<file path="config.mk">
export PLATFORM = sky130hd
export DESIGN_NAME = banked_register_file_flat
export DESIGN_NICKNAME = d
export VERILOG_FILES = /design/src/rtl/regfile_pkg.sv /design/src/rtl/banked_register_file_if.sv /design/src/rtl/bank_copy_seq.sv /design/src/rtl/banked_register_file.sv /design/src/flat_wrapper.sv
export SDC_FILE = /design/constraint.sdc
export NUM_CORES = 1
export LEC_CHECK = 0
export BUFFER_PORTS_ARGS = -buffer_cell sky130_fd_sc_hd__clkbuf_2
export CAP_MARGIN = 20
export CELL_PAD_IN_SITES_DETAIL_PLACEMENT = 1
export CELL_PAD_IN_SITES_GLOBAL_PLACEMENT = 2
export CORE_MARGIN = 5
export CORE_UTILIZATION = 30
export DETAILED_ROUTE_END_ITERATION = 10
export MAX_ROUTING_LAYER = met4
export PLACE_DENSITY = 0.58
export SLEW_MARGIN = 15
export SYNTH_ARGS = -nofsm -noshare
export SYNTH_HDL_FRONTEND = slang
export SYNTH_SLANG_ARGS = --single-unit
</file>
<file path="constraint.sdc">
create_clock -name clk -period 6.2 [get_ports clk]
set_input_delay 0.31 -clock clk [delete_from_list [all_inputs] [get_ports clk]]
set_output_delay 0.31 -clock clk [all_outputs]
set_load 0.01 [all_outputs]
</file>
<file path="src/rtl/regfile_pkg.sv">
// Shared types and default geometry for the banked register file.
// Defaults match what the CPU top instantiates.
package regfile_pkg;

  typedef enum logic [1:0] {
    IDLE    = 2'd0,
    SAVE    = 2'd1,
    RESTORE = 2'd2
  } copy_state_e;

  localparam int DEFAULT_DATA_W   = 8;
  localparam int DEFAULT_NUM_REGS = 4;

endpackage

</file>
<file path="src/rtl/banked_register_file_if.sv">
// Register-file access and context-swap bus.
// The master is decode/writeback/interrupt control; the slave is the register file.
interface banked_register_file_if #(
  parameter int DATA_W = 8,
  parameter int ADDR_W = 2
);
  logic              write_enable;
  logic [ADDR_W-1:0] write_addr;
  logic [DATA_W-1:0] write_data;
  logic [ADDR_W-1:0] read_addr1;
  logic [ADDR_W-1:0] read_addr2;
  logic [DATA_W-1:0] read_data1;
  logic [DATA_W-1:0] read_data2;
  logic              save_req;
  logic              restore_req;
  logic              busy;
  logic              done;
  logic              shadow_valid;

  modport master (
    output write_enable, write_addr, write_data, read_addr1, read_addr2,
           save_req, restore_req,
    input  read_data1, read_data2, busy, done, shadow_valid
  );

  modport slave (
    input  write_enable, write_addr, write_data, read_addr1, read_addr2,
           save_req, restore_req,
    output read_data1, read_data2, busy, done, shadow_valid
  );
endinterface

</file>
<file path="src/rtl/bank_copy_seq.sv">
// SAVE/RESTORE sequencer: walks one register per cycle between main and shadow banks.
// It also owns the shadow_valid flag, since only this sequencer changes it.
module bank_copy_seq
  import regfile_pkg::*;
#(
  parameter int NUM_REGS = DEFAULT_NUM_REGS,
  parameter int ADDR_W   = $clog2(NUM_REGS)
) (
  input  logic              clk,
  input  logic              reset,
  input  logic              save_req_i,
  input  logic              restore_req_i,
  output logic              busy_o,
  output logic              done_o,
  output logic              shadow_valid_o,
  output logic              copy_save_o,
  output logic              copy_restore_o,
  output logic [ADDR_W-1:0] idx_o
);

  localparam logic [ADDR_W-1:0] LAST_IDX = ADDR_W'(NUM_REGS - 1);

  copy_state_e       state_q, state_d;
  logic [ADDR_W-1:0] idx_q, idx_d;
  logic              done_q, done_d;
  logic              sv_q, sv_d;

  always_ff @(posedge clk) begin
    if (reset) begin
      state_q <= IDLE;
      idx_q   <= '0;
      done_q  <= 1'b0;
      sv_q    <= 1'b0;
    end else begin
      state_q <= state_d;
      idx_q   <= idx_d;
      done_q  <= done_d;
      sv_q    <= sv_d;
    end
  end

  always_comb begin
    state_d = state_q;
    idx_d   = idx_q;
    done_d  = 1'b0;
    sv_d    = sv_q;
    unique case (state_q)
      IDLE: begin
        // SAVE has priority; a RESTORE with no snapshot is silently ignored
        if (save_req_i) begin
          state_d = SAVE;
          idx_d   = '0;
          sv_d    = 1'b0;
        end else if (restore_req_i && sv_q) begin
          state_d = RESTORE;
          idx_d   = '0;
        end
      end
      SAVE: begin
        idx_d = idx_q + ADDR_W'(1);
        if (idx_q == LAST_IDX) begin
          state_d = IDLE;
          done_d  = 1'b1;
          sv_d    = 1'b1;
        end
      end
      RESTORE: begin
        idx_d = idx_q + ADDR_W'(1);
        if (idx_q == LAST_IDX) begin
          state_d = IDLE;
          done_d  = 1'b1;
        end
      end
      default: state_d = IDLE;
    endcase
  end

  assign busy_o         = (state_q != IDLE);
  assign done_o         = done_q;
  assign shadow_valid_o = sv_q;
  assign copy_save_o    = (state_q == SAVE);
  assign copy_restore_o = (state_q == RESTORE);
  assign idx_o          = idx_q;

endmodule

</file>
<file path="src/rtl/banked_register_file.sv">
// General-purpose register file: two async read ports, one sync write port,
// and a shadow bank for interrupt context save/restore.
module banked_register_file
  import regfile_pkg::*;
#(
  parameter int DATA_W   = DEFAULT_DATA_W,
  parameter int NUM_REGS = DEFAULT_NUM_REGS,
  parameter int ADDR_W   = $clog2(NUM_REGS),
  parameter int ZERO_REG = 0,
  parameter int BYPASS   = 1
) (
  input logic                  clk,
  input logic                  reset,
  banked_register_file_if.slave bus
);

  logic [DATA_W-1:0] regs_q   [NUM_REGS];
  logic [DATA_W-1:0] shadow_q [NUM_REGS];

  logic              copy_save;
  logic              copy_restore;
  logic [ADDR_W-1:0] idx;
  logic              wr_eff;
  logic              restore_skip;

  bank_copy_seq #(
    .NUM_REGS (NUM_REGS),
    .ADDR_W   (ADDR_W)
  ) u_seq (
    .clk            (clk),
    .reset          (reset),
    .save_req_i     (bus.save_req),
    .restore_req_i  (bus.restore_req),
    .busy_o         (bus.busy),
    .done_o         (bus.done),
    .shadow_valid_o (bus.shadow_valid),
    .copy_save_o    (copy_save),
    .copy_restore_o (copy_restore),
    .idx_o          (idx)
  );

  // Writes are dropped outright during RESTORE so they cannot race the copy
  assign wr_eff = bus.write_enable && !copy_restore &&
                  !((ZERO_REG != 0) && (bus.write_addr == '0));
  assign restore_skip = (ZERO_REG != 0) && (idx == '0);

  always_ff @(posedge clk) begin
    if (reset) begin
      for (int i = 0; i < NUM_REGS; i++) begin
        regs_q[i]   <= '0;
        shadow_q[i] <= '0;
      end
    end else begin
      if (copy_save) shadow_q[idx] <= regs_q[idx];
      if (copy_restore && !restore_skip) regs_q[idx] <= shadow_q[idx];
      if (wr_eff) regs_q[bus.write_addr] <= bus.write_data;
    end
  end

  always_comb begin
    bus.read_data1 = regs_q[bus.read_addr1];
    if ((ZERO_REG != 0) && (bus.read_addr1 == '0))
      bus.read_data1 = '0;
    else if ((BYPASS != 0) && wr_eff && (bus.write_addr == bus.read_addr1))
      bus.read_data1 = bus.write_data;
  end

  always_comb begin
    bus.read_data2 = regs_q[bus.read_addr2];
    if ((ZERO_REG != 0) && (bus.read_addr2 == '0))
      bus.read_data2 = '0;
    else if ((BYPASS != 0) && wr_eff && (bus.write_addr == bus.read_addr2))
      bus.read_data2 = bus.write_data;
  end

endmodule
</file>
<file path="src/flat_wrapper.sv">
// flat-port wrapper written by rule: the top's interface ports become plain ports
module banked_register_file_flat import regfile_pkg::*;
#(
  parameter int DATA_W   = DEFAULT_DATA_W,
  parameter int NUM_REGS = DEFAULT_NUM_REGS,
  parameter int ADDR_W   = $clog2(NUM_REGS),
  parameter int ZERO_REG = 0,
  parameter int BYPASS   = 1
)
  (clk, reset, bus_write_enable, bus_write_addr, bus_write_data, bus_read_addr1, bus_read_addr2, bus_save_req, bus_restore_req, bus_read_data1, bus_read_data2, bus_busy, bus_done, bus_shadow_valid);
  banked_register_file_if #(.DATA_W(DATA_W), .ADDR_W(ADDR_W)) bus_i ();
  input logic clk;
  input logic reset;
  input wire logic [$bits(bus_i.write_enable)-1:0] bus_write_enable;
  input wire logic [$bits(bus_i.write_addr)-1:0] bus_write_addr;
  input wire logic [$bits(bus_i.write_data)-1:0] bus_write_data;
  input wire logic [$bits(bus_i.read_addr1)-1:0] bus_read_addr1;
  input wire logic [$bits(bus_i.read_addr2)-1:0] bus_read_addr2;
  input wire logic [$bits(bus_i.save_req)-1:0] bus_save_req;
  input wire logic [$bits(bus_i.restore_req)-1:0] bus_restore_req;
  output wire logic [$bits(bus_i.read_data1)-1:0] bus_read_data1;
  output wire logic [$bits(bus_i.read_data2)-1:0] bus_read_data2;
  output wire logic [$bits(bus_i.busy)-1:0] bus_busy;
  output wire logic [$bits(bus_i.done)-1:0] bus_done;
  output wire logic [$bits(bus_i.shadow_valid)-1:0] bus_shadow_valid;
  assign bus_i.write_enable = bus_write_enable;
  assign bus_i.write_addr = bus_write_addr;
  assign bus_i.write_data = bus_write_data;
  assign bus_i.read_addr1 = bus_read_addr1;
  assign bus_i.read_addr2 = bus_read_addr2;
  assign bus_i.save_req = bus_save_req;
  assign bus_i.restore_req = bus_restore_req;
  assign bus_read_data1 = bus_i.read_data1;
  assign bus_read_data2 = bus_i.read_data2;
  assign bus_busy = bus_i.busy;
  assign bus_done = bus_i.done;
  assign bus_shadow_valid = bus_i.shadow_valid;
  banked_register_file #(.DATA_W(DATA_W), .NUM_REGS(NUM_REGS), .ADDR_W(ADDR_W), .ZERO_REG(ZERO_REG), .BYPASS(BYPASS)) u_core (.clk(clk), .reset(reset), .bus(bus_i));
endmodule
</file>
# Word-level counts from Yosys, hierarchy flattened
# Memories as Yosys holds them, arrays and structs flattened. A register that Yosys moved wholly into a read port is not among the register bits.
# Index checks and enable logic that the tools add are counted.
word_totals:
  register_bits: 6
  ramBits: 64
  output_inout_bits: 19
  word_cells: 71
  mem_count: 2
mem_list:
  columns: ["name", "words", "word_bits", "read_ports", "rd_clocked_by_memory_dff", "wr", "line_no", "source"]
  rows:
  - ["u_core.regs_q", 4, 8, 3, 1, 4, "banked_register_file.sv:17", "logic [DATA_W-1:0] regs_q [NUM_REGS];"]
  - ["u_core.shadow_q", 4, 8, 1, 1, 4, "banked_register_file.sv:18", "logic [DATA_W-1:0] shadow_q [NUM_REGS];"]
classes:
  n_addsub: 1
  eq_ne: 9
  n_mux: 37
  bitwise_logic: 1
  reduce_logical: 17
op_table:
  columns: ["operator", "n"]
  rows:
  - ["$mux 8", 5]
  - ["$mux 2", 12]
  - ["$reduce_or 8->1", 3]
  - ["$mux 1", 17]
  - ["$pmux 2 s2", 2]
  - ["$reduce_bool 2->1", 3]
  - ["$eq 2x2->1", 2]
  - ["$eq 2x2->1 const B", 2]
  - ["$logic_and 1x1->1", 4]
  - ["$ne 2x2->1 const B", 2]
  - ["$reduce_and 2->1", 2]
  - ["$reduce_or 2->1", 2]
  - ["$ne 3x3->1 const B", 1]
  - ["$reduce_and 3->1", 1]
  - ["$add 2x1->2 const B", 1]
  - ["$eq 2x1->1 const B", 1]
  - ["$logic_not 2->1", 1]
  - ["$ne 2x1->1 const B", 1]
  - ["$pmux 1 s2", 1]
  - ["$logic_not 1->1", 1]
  - ["$not 1->1", 1]

# Logic depth before layout (Yosys ltp)
depth:
  word_depth: 8
  depth_mapped: 8
  mapped_depth_nobuf: 6

# By module
# From an unflattened synthesis, not the netlist that was laid out.
hier_totals:
  hier_cells: 294
  hier_area_um2: 4023.9
modules_own_cells:
  columns: ["module", "instances", "cells_each", "area_each_um2"]
  rows:
  - ["banked_register_file", 1, 253, 3652.3]
  - ["bank_copy_seq", 1, 41, 371.6]

# Worst setup path before layout
# Ideal clock, no wire load.
synth_path:
  kind: "register -> register"
  from: "reg u_core.u_seq.state_q[0]"
  to: "mem u_core.regs_q[2][0], enable pin"
  setup_time_ns: 0.334
  arrival_time_ns: 1.702
  t_required_ns: 5.866
  setup_slack_ns: 4.163
  stages_incl_launch_ff: 9
  path_buffers: 2
  synth_period_minus_slack_ns: 2.037
  cell_sequence: "dfxtp_1 > inv_1 > ha_1 > buf_6 > or3b_1 > a21oi_1 > nand2b_1 > buf_6 > nand2b_1"
synth_lines:
  columns: ["item", "line_no", "source"]
  rows:
  - ["start: declaration", "bank_copy_seq.sv:23", "copy_state_e state_q, state_d;"]
  - ["start signal: assignment", "bank_copy_seq.sv:35", "state_q <= state_d;"]
  - ["end: declaration", "banked_register_file.sv:17", null]

==> flow_summary.toml <==
[worst_setup_path]
arrival_ps = 2650
start_kind = "register"
cp.depth = 6
worstSetupEndpointType = "register"
cp_top_family = "simple AND/OR/NAND/NOR gates"
worst_path_max_delay_cell = "nand2b_1"
critPathBufInv = 1
slowest_delay_ps = 460
path_cells = "inv_1, ha_1, or3b_1, a21oi_2, nand2b_1, nand2b_1"
cp.required_ps = 6160
startpoint = "u_core.u_seq.state_q[0]$_SDFFE_PP0P_"
critPathKind = "register to register"
ff2ff_setup_slack_ps = 3510
r2r_cells = 6
cp_common_cell = "nand2b_1"
r2r_start = "u_core.u_seq.state_q[0]$_SDFFE_PP0P_"
path_max_fanout = 9

[die]
initial_core_util_pct = 30.3
die-area_um2 = 15600
core_area_um2 = 13100
die_w_um = 125
die_h_um = 125
num_io_pins = 38
num_rows = 42

[logic_synthesis]
synthCells = 288
ys_ff_latch = 72
syn_avg_cell_area_um2 = 13.8
synth_cell_type_count = 39
syn_area_um2 = 3960
seq_area_frac_synth_pct = 52.5
ys.flop_type = "edfxtp_1"
synth.most_common_cell = "edfxtp_1"
syn_nets = 312
yosysWarnings = 0
yosys.area.top_type = "edfxtp_1"
synth_top_area_share_pct = 48.5
synth_edf_count = 64
netlist_top_cells_area = "edfxtp_1 49%, mux4_2 14%, and2_1 5.1%"
synth_common_cells = "64 x edfxtp_1, 32 x and2_1, 28 x nor2_1"
postSynth.asyncResetShare_pct = 0

[clock_network]
cts_resized = 0
hold_buffers = 0
cts_root_buf = "clkbuf_16"
h-tree-depth = 3
cts_buffer_depth = 2
clk_latency_ps = 330
clkTransAtPathRegs_ps = 60
cts.sinks = 72
cts_setup_buffers = 0
cts_made_buffers = 9
cts_tree = "done"

[global_routing]
antenna_found_initial = 0
grt_overflow = 0
grt_pass1_wl_mm = 16.0
first_global_vias = 2615
track_usage_pct = 14.4
grt_max_degree = 25

[flow_run]
maxCapViolations = 0

[sta]
min_period_over_period_pct = 43.4
maxSlewViolCount = 0
fin_tns_setup_ps = 0
fmax_mhz = 371
final_hold_viol_count = 0
finalSetupViolations = 0
rsz0062_at_grt = "false"
tightest_slew_ps = 1090
fin_crit_ps = 2690
clock-skew-final_ps = 5.60
slew_headroom_pct = 27.4

[power_and_ir_drop]
p_leak_nw = 1.67
internal_power_mw = 0.891
ir_worst_vdd_mv = 0.118
netSwitchingPower_mw = 0.293
sw_frac_of_total_pct = 24.7
comb_power_share_pct = 12.9
power_mw = 1.18
seq_power_share_pct = 47.9
power.density_nw_per_um2 = 261
power_frac_clock_pct = 39.2

[final_layout]
fin_nets = 347
drive_above_1_share_pct = 33.5
fin_area_um2 = 4540
antenna_cells = 0
area_growth_pct = 14.6
fillers = 1391
layoutNonFillerInstCount = 504

[route]
ant_nets = 0
route.detailed.drc = 0
first_iter_violations = 161
dr.pass1.iters = 4
wl_per_cell_um = 20.7
wl_mm = 10.5
via_per_inst = 4.89
vias = 2463

[place]
place_hpwl_mm = 7.56
place.gp.congestion = 0.748
dp.cells = 488
placed_area_um2 = 4280
io_buffers = 37

[min_path]
min-delay-path-class = "input pin to register"
holdPathStages = 3
min_from = "bus_restore_req"

[status]
outcome = "completed"
==> final cells by class <==
cell class	count	area [um2]	area share, %
repair buffers	38	193	4.24
inverters	12	45.0	0.992
clock inverters	6	35.0	0.772
well taps	176	220	4.85
clock buffers	10	229	5.04
multi-input cells	190	1740	38.2
flip-flops and latches	72	2080	45.9
==> power groups by stage <==
| stage | registers [mW] | clock network, mW | logic (mW) |
|---|---|---|---|
| after floorplan | 0.572 | 0 | 0.107 |
| after global placement | 0.576 | 0 | 0.157 |
| after detailed placement | 0.577 | 0 | 0.157 |
| after CTS | 0.567 | 0.475 | 0.157 |
| after global routing | 0.570 | 0.499 | 0.166 |
| final | 0.567 | 0.463 | 0.153 |
==> cells by family after synthesis <==
| kind of cell | after synthesis | synth area share (%) |
|---|---|---|
| buffers and inverters | 26 | 3.66 |
| flip-flops | 72 | 52.5 |
| multiplexers | 56 | 22.2 |
| AO/OA/AOI/OAI | 29 | 5.18 |
| XOR/XNOR | 4 | 0.884 |
| AND/OR/NAND/NOR | 96 | 13.9 |
| adder cells (fa/ha/maj) | 5 | 1.58 |
==> final timing paths <==
path,endpoint
hold / removal,u_core.u_seq.state_q[1]$_SDFFE_PP0P_
setup / recovery,u_core.regs_q[2][1]$_SDFFCE_PN0P_
hold reg to reg,u_core.u_seq.state_q[1]$_SDFFE_PP0P_
setup reg to reg,u_core.regs_q[2][1]$_SDFFCE_PN0P_
==> cell usage in the layout (no fill, tap or decap), types with 3 or more instances in the layout <==
| cell type | count |
|---|---|
| ha_1 | 5 |
| clkinv_2 | 3 |
| nand2b_1 | 10 |
| edfxtp_1 | 64 |
| nor2_1 | 28 |
| mux2i_1 | 16 |
| clkbuf_2 | 37 |
| or3b_1 | 3 |
| nand2_1 | 4 |
| a21oi_1 | 8 |
| a21oi_2 | 5 |
| nor2b_1 | 3 |
| o22ai_1 | 7 |
| mux4_2 | 24 |
| or2_2 | 3 |
| dfxtp_1 | 8 |
| nand3_1 | 3 |
| and2_1 | 32 |
| inv_1 | 12 |
| clkbuf_16 | 9 |
| mux2_2 | 16 |
| xnor2_1 | 4 |
==> sequential cells by signal, summed over array words and instances (netlist names), named ones only <==
signal / flops
u_core.u_seq.state_q: 2
u_core.u_seq.idx_o: 2
u_core.u_seq.done_o: 1
u_core.u_seq.shadow_valid_o: 1
u_core.regs_q: 32
u_core.shadow_q: 32
==> worst register-to-register path, stage by stage (launching register included) <==
cell	delay (ps)
dfxtp_1	370
inv_1	90
ha_1	310
or3b_1	400
a21oi_2	250
nand2b_1	460
nand2b_1	440
==> per-stage QoR <==
stage	worst slack [ps]	hold WS, ps	util, %
6_report	3510	264	34.7
5_1_grt	3380	276	34.7
4_1_cts	3520	251	34.7
3_5_place_dp	3550	552	32.7
3_3_place_gp	3670	566	32.7
2_1_floorplan	4160	489	-
==> routing by layer <==
layer	wire length (um)	GRT usage, %	part of all wire (%)
met1	4730	18.1	45
met2	5310	23.7	51
met3	268	2.47	2.6
met4	144	4.59	1.4
met5	0	-	0
(Power assumes the default switching activity.)
